`src/rtl/axil_order_receiver.sv`:
```
`default_nettype none
// +----------------------------------------------------------------------------+
// | Module : axil_order_receiver                                               |
// | AXI-lite slave: host fills staging words, a write to 0x48 pushes them as   |
// | one order into a FIFO that the scheduler drains over valid/ready.          |
// | Option : define ORDER_ACCEPT_COUNTER_EN for accept/reject counters at      |
// |          0x54/0x58.                                                        |
// | Rev    : 1.0  initial release                                              |
// +----------------------------------------------------------------------------+
module axil_order_receiver #(
  parameter int AXIL_DATA_WIDTH = 32,
  parameter int AXIL_ADDR_WIDTH = 8,
  parameter int ORDER_REGS      = 18,
  parameter int FIFO_DEPTH      = 4
) (
  input  logic                                   system_clk,
  input  logic                                   system_rst,
  input  logic [AXIL_ADDR_WIDTH-1:0]             s_axi_awaddr,
  input  logic                                   s_axi_awvalid,
  output logic                                   s_axi_awready,
  input  logic [AXIL_DATA_WIDTH-1:0]             s_axi_wdata,
  input  logic [AXIL_DATA_WIDTH/8-1:0]           s_axi_wstrb,
  input  logic                                   s_axi_wvalid,
  output logic                                   s_axi_wready,
  output logic [1:0]                             s_axi_bresp,
  output logic                                   s_axi_bvalid,
  input  logic                                   s_axi_bready,
  input  logic [AXIL_ADDR_WIDTH-1:0]             s_axi_araddr,
  input  logic                                   s_axi_arvalid,
  output logic                                   s_axi_arready,
  output logic [AXIL_DATA_WIDTH-1:0]             s_axi_rdata,
  output logic [1:0]                             s_axi_rresp,
  output logic                                   s_axi_rvalid,
  input  logic                                   s_axi_rready,
  output logic                                   order_valid,
  output logic [AXIL_DATA_WIDTH*ORDER_REGS-1:0]  order_data,
  input  logic                                   order_ready,
  output logic [$clog2(FIFO_DEPTH):0]            fifo_count
);

  localparam int PTR_W   = $clog2(FIFO_DEPTH);
  localparam int CNT_W   = PTR_W + 1;
  localparam int IDX_W   = AXIL_ADDR_WIDTH - 2;
  localparam int STRB_W  = AXIL_DATA_WIDTH / 8;
  localparam int ORDER_W = AXIL_DATA_WIDTH * ORDER_REGS;

  localparam logic [IDX_W-1:0] c_idx_nregs  = IDX_W'(ORDER_REGS);
  localparam logic [IDX_W-1:0] c_idx_push   = IDX_W'('h48 >> 2);
  localparam logic [IDX_W-1:0] c_idx_status = IDX_W'('h4C >> 2);
  localparam logic [IDX_W-1:0] c_idx_count  = IDX_W'('h50 >> 2);
`ifdef ORDER_ACCEPT_COUNTER_EN
  localparam logic [IDX_W-1:0] c_idx_acc    = IDX_W'('h54 >> 2);
  localparam logic [IDX_W-1:0] c_idx_rej    = IDX_W'('h58 >> 2);
`endif

  localparam logic [1:0] c_resp_okay   = 2'b00;
  localparam logic [1:0] c_resp_slverr = 2'b10;
  localparam logic [1:0] c_resp_decerr = 2'b11;

  typedef enum logic {W_IDLE, W_RESP} wstate_e;
  typedef enum logic {R_IDLE, R_DATA} rstate_e;

  wstate_e                     w_state_q, w_state_d;
  rstate_e                     r_state_q, r_state_d;
  logic [1:0]                  bresp_q, bresp_d;
  logic [AXIL_DATA_WIDTH-1:0]  rdata_q, rdata_d;
  logic [1:0]                  rresp_q, rresp_d;

  logic [AXIL_DATA_WIDTH-1:0]  stage_q [ORDER_REGS];
  logic [ORDER_W-1:0]          w_stage_flat;
  logic [ORDER_W-1:0]          mem_q [FIFO_DEPTH];
  logic [PTR_W-1:0]            wr_ptr_q, rd_ptr_q;
  logic [CNT_W-1:0]            count_q;

  logic [IDX_W-1:0]            w_aw_idx, w_ar_idx;
  logic                        w_stage_we, w_push_req, w_push, w_pop, w_full;
  logic [AXIL_DATA_WIDTH-1:0]  w_rd_data;
  logic [1:0]                  w_rd_resp;
  logic                        w_unused_addr_lsbs;

  assign w_aw_idx           = s_axi_awaddr[AXIL_ADDR_WIDTH-1:2];
  assign w_ar_idx           = s_axi_araddr[AXIL_ADDR_WIDTH-1:2];
  assign w_unused_addr_lsbs = ^{s_axi_awaddr[1:0], s_axi_araddr[1:0]};

  // The full check deliberately ignores a same-cycle pop.
  assign w_full      = (count_q == CNT_W'(FIFO_DEPTH));
  assign w_push      = w_push_req && !w_full;
  assign order_valid = (count_q != '0);
  assign w_pop       = order_valid && order_ready;
  assign order_data  = mem_q[rd_ptr_q];
  assign fifo_count  = count_q;

  assign s_axi_bresp = bresp_q;
  assign s_axi_rdata = rdata_q;
  assign s_axi_rresp = rresp_q;

  // ---------------------------------------------------------------- write FSM
  always_comb begin
    w_state_d     = w_state_q;
    bresp_d       = bresp_q;
    s_axi_awready = 1'b0;
    s_axi_wready  = 1'b0;
    s_axi_bvalid  = 1'b0;
    w_stage_we    = 1'b0;
    w_push_req    = 1'b0;
    case (w_state_q)
      W_IDLE: begin
        if (s_axi_awvalid && s_axi_wvalid) begin
          s_axi_awready = 1'b1;
          s_axi_wready  = 1'b1;
          w_state_d     = W_RESP;
          if (w_aw_idx < c_idx_nregs) begin
            w_stage_we = 1'b1;
            bresp_d    = c_resp_okay;
          end else begin
            case (w_aw_idx)
              c_idx_push: begin
                w_push_req = 1'b1;
                bresp_d    = w_full ? c_resp_slverr : c_resp_okay;
              end
              c_idx_status, c_idx_count: bresp_d = c_resp_okay;
`ifdef ORDER_ACCEPT_COUNTER_EN
              c_idx_acc, c_idx_rej:      bresp_d = c_resp_okay;
`endif
              default:                   bresp_d = c_resp_decerr;
            endcase
          end
        end
      end
      W_RESP: begin
        s_axi_bvalid = 1'b1;
        if (s_axi_bready) w_state_d = W_IDLE;
      end
    endcase
  end

  always_ff @(posedge system_clk or posedge system_rst) begin
    if (system_rst) begin
      w_state_q <= W_IDLE;
      bresp_q   <= 2'b00;
    end else begin
      w_state_q <= w_state_d;
      bresp_q   <= bresp_d;
    end
  end

  // ------------------------------------------------------------ staging words
  always_ff @(posedge system_clk or posedge system_rst) begin
    if (system_rst) begin
      for (int i = 0; i < ORDER_REGS; i++) stage_q[i] <= '0;
    end else if (w_stage_we) begin
      for (int i = 0; i < ORDER_REGS; i++) begin
        if (w_aw_idx == IDX_W'(i)) begin
          for (int b = 0; b < STRB_W; b++) begin
            if (s_axi_wstrb[b]) stage_q[i][8*b +: 8] <= s_axi_wdata[8*b +: 8];
          end
        end
      end
    end
  end

  for (genvar gi = 0; gi < ORDER_REGS; gi++) begin : g_flat
    assign w_stage_flat[AXIL_DATA_WIDTH*gi +: AXIL_DATA_WIDTH] = stage_q[gi];
  end

  // --------------------------------------------------------------- order FIFO
  always_ff @(posedge system_clk) begin
    if (w_push) mem_q[wr_ptr_q] <= w_stage_flat;
  end

  always_ff @(posedge system_clk or posedge system_rst) begin
    if (system_rst) begin
      wr_ptr_q <= '0;
      rd_ptr_q <= '0;
      count_q  <= '0;
    end else begin
      if (w_push) wr_ptr_q <= wr_ptr_q + 1'b1;
      if (w_pop)  rd_ptr_q <= rd_ptr_q + 1'b1;
      case ({w_push, w_pop})
        2'b10:   count_q <= count_q + 1'b1;
        2'b01:   count_q <= count_q - 1'b1;
        default: count_q <= count_q;
      endcase
    end
  end

`ifdef ORDER_ACCEPT_COUNTER_EN
  logic [31:0] accept_cnt_q, reject_cnt_q;

  always_ff @(posedge system_clk or posedge system_rst) begin
    if (system_rst) begin
      accept_cnt_q <= '0;
      reject_cnt_q <= '0;
    end else begin
      if (w_push)                accept_cnt_q <= accept_cnt_q + 1'b1;
      if (w_push_req && w_full)  reject_cnt_q <= reject_cnt_q + 1'b1;
    end
  end
`endif

  // ----------------------------------------------------------------- read map
  always_comb begin
    w_rd_data = '0;
    w_rd_resp = c_resp_okay;
    if (w_ar_idx < c_idx_nregs) begin
      for (int i = 0; i < ORDER_REGS; i++) begin
        if (w_ar_idx == IDX_W'(i)) w_rd_data = stage_q[i];
      end
    end else begin
      case (w_ar_idx)
        c_idx_push:   w_rd_data = '0;
        c_idx_status: w_rd_data = {{(AXIL_DATA_WIDTH-1){1'b0}}, !w_full};
        c_idx_count:  w_rd_data = {{(AXIL_DATA_WIDTH-CNT_W){1'b0}}, count_q};
`ifdef ORDER_ACCEPT_COUNTER_EN
        c_idx_acc:    w_rd_data = accept_cnt_q;
        c_idx_rej:    w_rd_data = reject_cnt_q;
`endif
        default:      w_rd_resp = c_resp_decerr;
      endcase
    end
  end

  // ----------------------------------------------------------------- read FSM
  always_comb begin
    r_state_d     = r_state_q;
    rdata_d       = rdata_q;
    rresp_d       = rresp_q;
    s_axi_arready = 1'b0;
    s_axi_rvalid  = 1'b0;
    case (r_state_q)
      R_IDLE: begin
        if (s_axi_arvalid) begin
          s_axi_arready = 1'b1;
          rdata_d       = w_rd_data;
          rresp_d       = w_rd_resp;
          r_state_d     = R_DATA;
        end
      end
      R_DATA: begin
        s_axi_rvalid = 1'b1;
        if (s_axi_rready) r_state_d = R_IDLE;
      end
    endcase
  end

  always_ff @(posedge system_clk or posedge system_rst) begin
    if (system_rst) begin
      r_state_q <= R_IDLE;
      rdata_q   <= '0;
      rresp_q   <= 2'b00;
    end else begin
      r_state_q <= r_state_d;
      rdata_q   <= rdata_d;
      rresp_q   <= rresp_d;
    end
  end

endmodule
`default_nettype wire
```
`config.mk`:
```
export PLATFORM = sky130hd
export DESIGN_NAME = axil_order_receiver
export DESIGN_NICKNAME = d
export VERILOG_FILES = /design/src/rtl/axil_order_receiver.sv
export SDC_FILE = /design/constraint.sdc
export NUM_CORES = 2
export LEC_CHECK = 0
export CORE_ASPECT_RATIO = 1.4
export CORE_MARGIN = 1
export CORE_UTILIZATION = 61
export CTS_CLUSTER_SIZE = 10
export DETAILED_ROUTE_END_ITERATION = 10
export DONT_BUFFER_PORTS = 1
export PLACE_DENSITY_LB_ADDON = 0.08
export SLEW_MARGIN = 20
export SYNTH_ARGS = -nofsm -noshare
export SYNTH_HDL_FRONTEND = slang
export SYNTH_SLANG_ARGS = --single-unit
```
`constraint.sdc`:
```
create_clock -name system_clk -period 33.2 [get_ports system_clk]
set_input_delay 3.32 -clock system_clk [delete_from_list [all_inputs] [get_ports system_clk]]
set_output_delay 3.32 -clock system_clk [all_outputs]
set_load 0.05 [all_outputs]
```
==> reports/qor.csv <==
stage,metric,value,unit
outcome,status,finished clean,
timing,peak clock frequency supported by timing,108,MHz
synthesis,share of Yosys cell area claimed by the top area cell type,0.617,
floorplan,initial cell density of the core,0.616,
worst_setup_path,cell at the slowest stage of the critical path,sky130_fd_sc_hd__dfrtp_4,
timing,total of endpoints with negative setup slack in the final report,0,
clock_network,number of H-tree branching levels,5,
detailed_routing,drt initial violations,6709,
detailed_routing,mean routed wirelength per cell,36.8,um
detailed_routing,remaining antenna violation count after routing,0,
synthesis,flip-flop cell with the highest count after synthesis,sky130_fd_sc_hd__edfxtp_1,
grt,total overflow reported by the global router,0,
clock_network,number of buffers added to fix hold violations after cts,0,
timing,Fin Clk Skew,0.0654,ns
synthesis,post-synthesis cell count,5249,
floorplan,Die Area,185000,um2
timing,final worst-path cycle share,0.279,
synthesis,Post-Syn Area per Cell,21.4,um2
layout,share of final-layout standard cells stronger than drive strength 1,0.315,
timing,Rel. slew slack,0.210,
worst_setup_path,crit path DAT,5.93,ns
detailed_routing,first-pass iteration count of the detailed router,6,
grt,initial antenna violation count,9,
clock_network,clock slew at reported path FFs,0.06,ns
synthesis,proportion of synthesized chip area in sequential cells,0.756,
synthesis,nets in the synthesized netlist,5315,
worst_setup_path,"Buf+Inv Stages, Crit Path",4,
layout,"leading cell types in the layout, fill and taps excluded","sky130_fd_sc_hd__edfxtp_1 (2304), sky130_fd_sc_hd__dfrtp_1 (618), sky130_fd_sc_hd__mux4_2 (608)",
floorplan,Die Width,364,um
layout,Register Area,84700,um2
timing,transition time at the pin with the least slew margin,1.18,ns
detailed_routing,routed vias,55600,
grt,pin count of the biggest net entering global routing,173,
placed_design,dpl hpwl,190000,um
clock_network,clock tree sinks,2924,
timing,WHS,0.528,ns
worst_setup_path,Crit path depth,5,
worst_setup_path,cell family contributing the most delay on the critical path,buffers and inverters,
timing,setup TNS,0,ns
timing,Setup WS post-layout,23.95,ns
worst_setup_path,required time of the critical path,29.88,ns
placed_design,routability cong.,0.821,
layout,relative area change from synthesis to final layout,11.3,%
clock_network,source-to-sink clock delay at the later pin of the worst-skew pair,0.94,ns
detailed_routing,total wire length after detailed routing,300000,um
run,# Max-Cap Violations,0,
grt,global-route wire length before repair,420000,um
worst_setup_path,delay of the slowest cell on the worst path,1.09,ns
placed_design,Worst Setup Slack post-DPL,24.17,ns
grt,overall routing resource usage,0.327,
timing,time the worst path needs with I/O delays and setup,9.25,ns
layout,final-layout fill cell count,11600,
layout,net total in the final layout,5506,
clock_network,Resized cells post-CTS,0,
hold_path,worst hold path depth,0,
synthesis,number of library cell types mapped by synthesis,82,
worst_setup_path,cells along the critical path,"buf_4, buf_4, buf_4, buf_4, mux4_2",
clock_network,TritonCTS buffer count,343,
detailed_routing,via density per instance,6.84,
synthesis,proportion of register bits with asynchronous set or reset after synthesis,0.212,
worst_setup_path,kind of capture point of the worst setup path,output port,
power,Max IR drop VDD,0.0643,mV
synthesis,Yosys warning count,0,
clock_network,clock tree root buffer cell,sky130_fd_sc_hd__clkbuf_16,
worst_setup_path,type of the setup path with the least slack,register to output port,
grt,vias in the first global route,55100,
worst_setup_path,sort of element at the start of the critical path,register,
synthesis,count of flip-flops with a built-in enable after synthesis,2304,
timing,number of max-slew violations in the final report,0,
worst_setup_path,top fanout value on the critical path,46,
synthesis,Post-Syn Area,112000,um2
placed_design,PortBufs,0,
detailed_routing,Detail Route met2 WL,135000,um
hold_path,Worst Hold Class,register to register,
power,post-route total power,0.00943,W
floorplan,Row Count,185,
timing,count of final hold-check violations,0,
synthesis,synthesized flop and latch total,2924,
clock_network,deepest clock path buffer count,4,
layout,combined area of the multi-input logic cells,26200,um2
detailed_routing,met1 WL,116000,um
synthesis,cell type with the largest total area after synthesis,sky130_fd_sc_hd__edfxtp_1,
detailed_routing,met3 WL post-DR,39400,um
detailed_routing,highest routed layer,met5,
clock_network,clock tree from TritonCTS,built,
synthesis,cell types occupying the most area after synthesis,"sky130_fd_sc_hd__edfxtp_1 (62%), sky130_fd_sc_hd__dfrtp_1 (14%), sky130_fd_sc_hd__mux4_2 (12%)",
power,pwr dens,75.6,nW/um2
power,Static Leakage,47.4,nW
clock_network,buffers inserted by post-CTS timing repair,0,
worst_setup_path,Most Frequent Cell on Critical Path,sky130_fd_sc_hd__buf_4,
layout,"leading cell type in the layout, fill and taps excluded",sky130_fd_sc_hd__edfxtp_1,
floorplan,I/O Pins,681,
floorplan,vertical extent of the die,509,um
detailed_routing,total DRC errors in the routed layout,0,
timing,unrepaired setup endpoints after global routing,no,
worst_setup_path,Worst Reg-to-Reg Cells,7,
floorplan,Placeable Area,182000,um2
-- registers in the layout (all words and copies together), names as in the netlist --
register	flops
mem_q	2304
stage_q	576
s_axi_rdata	32
fifo_count	3
rd_ptr_q	2
s_axi_bresp	2
wr_ptr_q	2
r_state_q	1
s_axi_rresp	1
w_state_q	1
-- metrics by stage --
step,util,std cells,instance area [um2]
after floorplan,-,5249,112000
after global placement,0.632,7526,115000
after detailed placement,0.632,7526,115000
final,0.686,8136,125000
after CTS,0.685,8134,125000
after global routing,0.686,8135,125000
-- synth_stat cells (7+ instances only) --
master / number
sky130_fd_sc_hd__a2111oi_0: 7
sky130_fd_sc_hd__a211oi_1: 10
sky130_fd_sc_hd__a21oi_1: 46
sky130_fd_sc_hd__a221o_1: 15
sky130_fd_sc_hd__a221oi_1: 15
sky130_fd_sc_hd__a22o_1: 16
sky130_fd_sc_hd__a22oi_1: 34
sky130_fd_sc_hd__a2bb2oi_1: 11
sky130_fd_sc_hd__a31oi_1: 9
sky130_fd_sc_hd__and3_1: 14
sky130_fd_sc_hd__buf_1: 65
sky130_fd_sc_hd__buf_2: 72
sky130_fd_sc_hd__buf_4: 9
sky130_fd_sc_hd__clkbuf_1: 127
sky130_fd_sc_hd__dfrtp_1: 620
sky130_fd_sc_hd__edfxtp_1: 2304
sky130_fd_sc_hd__inv_1: 17
sky130_fd_sc_hd__mux2_1: 9
sky130_fd_sc_hd__mux2_2: 594
sky130_fd_sc_hd__mux2i_1: 45
sky130_fd_sc_hd__mux4_2: 608
sky130_fd_sc_hd__nand2_1: 86
sky130_fd_sc_hd__nand2b_1: 7
sky130_fd_sc_hd__nand3_1: 45
sky130_fd_sc_hd__nor2_1: 71
sky130_fd_sc_hd__nor2_2: 33
sky130_fd_sc_hd__nor2_4: 40
sky130_fd_sc_hd__nor2b_1: 13
sky130_fd_sc_hd__nor3_1: 21
sky130_fd_sc_hd__o211ai_1: 15
sky130_fd_sc_hd__o21ai_0: 60
sky130_fd_sc_hd__o221ai_1: 22
sky130_fd_sc_hd__o22ai_1: 30
sky130_fd_sc_hd__o2bb2ai_1: 17
sky130_fd_sc_hd__or3_1: 8
-- report_power, final --
part | internal, W | total (W) | switching (W)
sequential | 0.00394 | 0.00403 | 0.0000879
clock | 0.00194 | 0.00331 | 0.00137
combinational | 0.000544 | 0.00209 | 0.00155
total | 0.00643 | 0.00943 | 0.00300
-- worst register-to-register path, cell delays in order (launching register included) --
cell and delay, ns:
sky130_fd_sc_hd__dfrtp_1 0.57, sky130_fd_sc_hd__nand3b_1 0.47, sky130_fd_sc_hd__inv_1 0.87, sky130_fd_sc_hd__and3_4 0.70, sky130_fd_sc_hd__buf_4 0.77, sky130_fd_sc_hd__buf_4 0.89, sky130_fd_sc_hd__buf_4 0.91, sky130_fd_sc_hd__buf_4 0.87
-- layout make-up --
type / count / area share
antenna: 2 / 0.0000401
timing repair buffer: 119 / 0.00746
clock buffer: 597 / 0.0770
inverter: 17 / 0.000572
clock inverter: 11 / 0.000973
sequential: 2924 / 0.679
multi-input combinational: 2035 / 0.210
tap: 2431 / 0.0244
-- logic make-up after synthesis --
kind of cell / Yosys count / synth area share
flops: 2924 / 0.756
mux: 1256 / 0.187
simple gates: 386 / 0.0204
compound gates: 381 / 0.0250
buf+inv: 290 / 0.0108
xor+xnor: 6 / 0.000469
fa+ha+maj: 6 / 0.000737
-- path summary, 6_finish.rpt --
| kind | start | to | slack [ns] |
|---|---|---|---|
| setup / recovery | rd_ptr_q[0] | order_data[406] | 23.95 |
| hold / removal | stage_q[411] | mem_q[1][187] | 0.53 |
| setup reg to reg | w_state_q | mem_q[0][22] | 26.71 |
| hold reg to reg | stage_q[411] | mem_q[1][187] | 0.53 |
| max in group asynchronous | system_rst | stage_q[391] | 27.77 |
| min in group asynchronous | system_rst | stage_q[145] | 2.41 |
-- layer usage --
metal  vias up  track usage
met4         4        0.103
met1     30200        0.468
met3       412        0.127
li1      22100            -
met2      2901        0.468
met5         -            0
(Power assumes the default switching activity.)
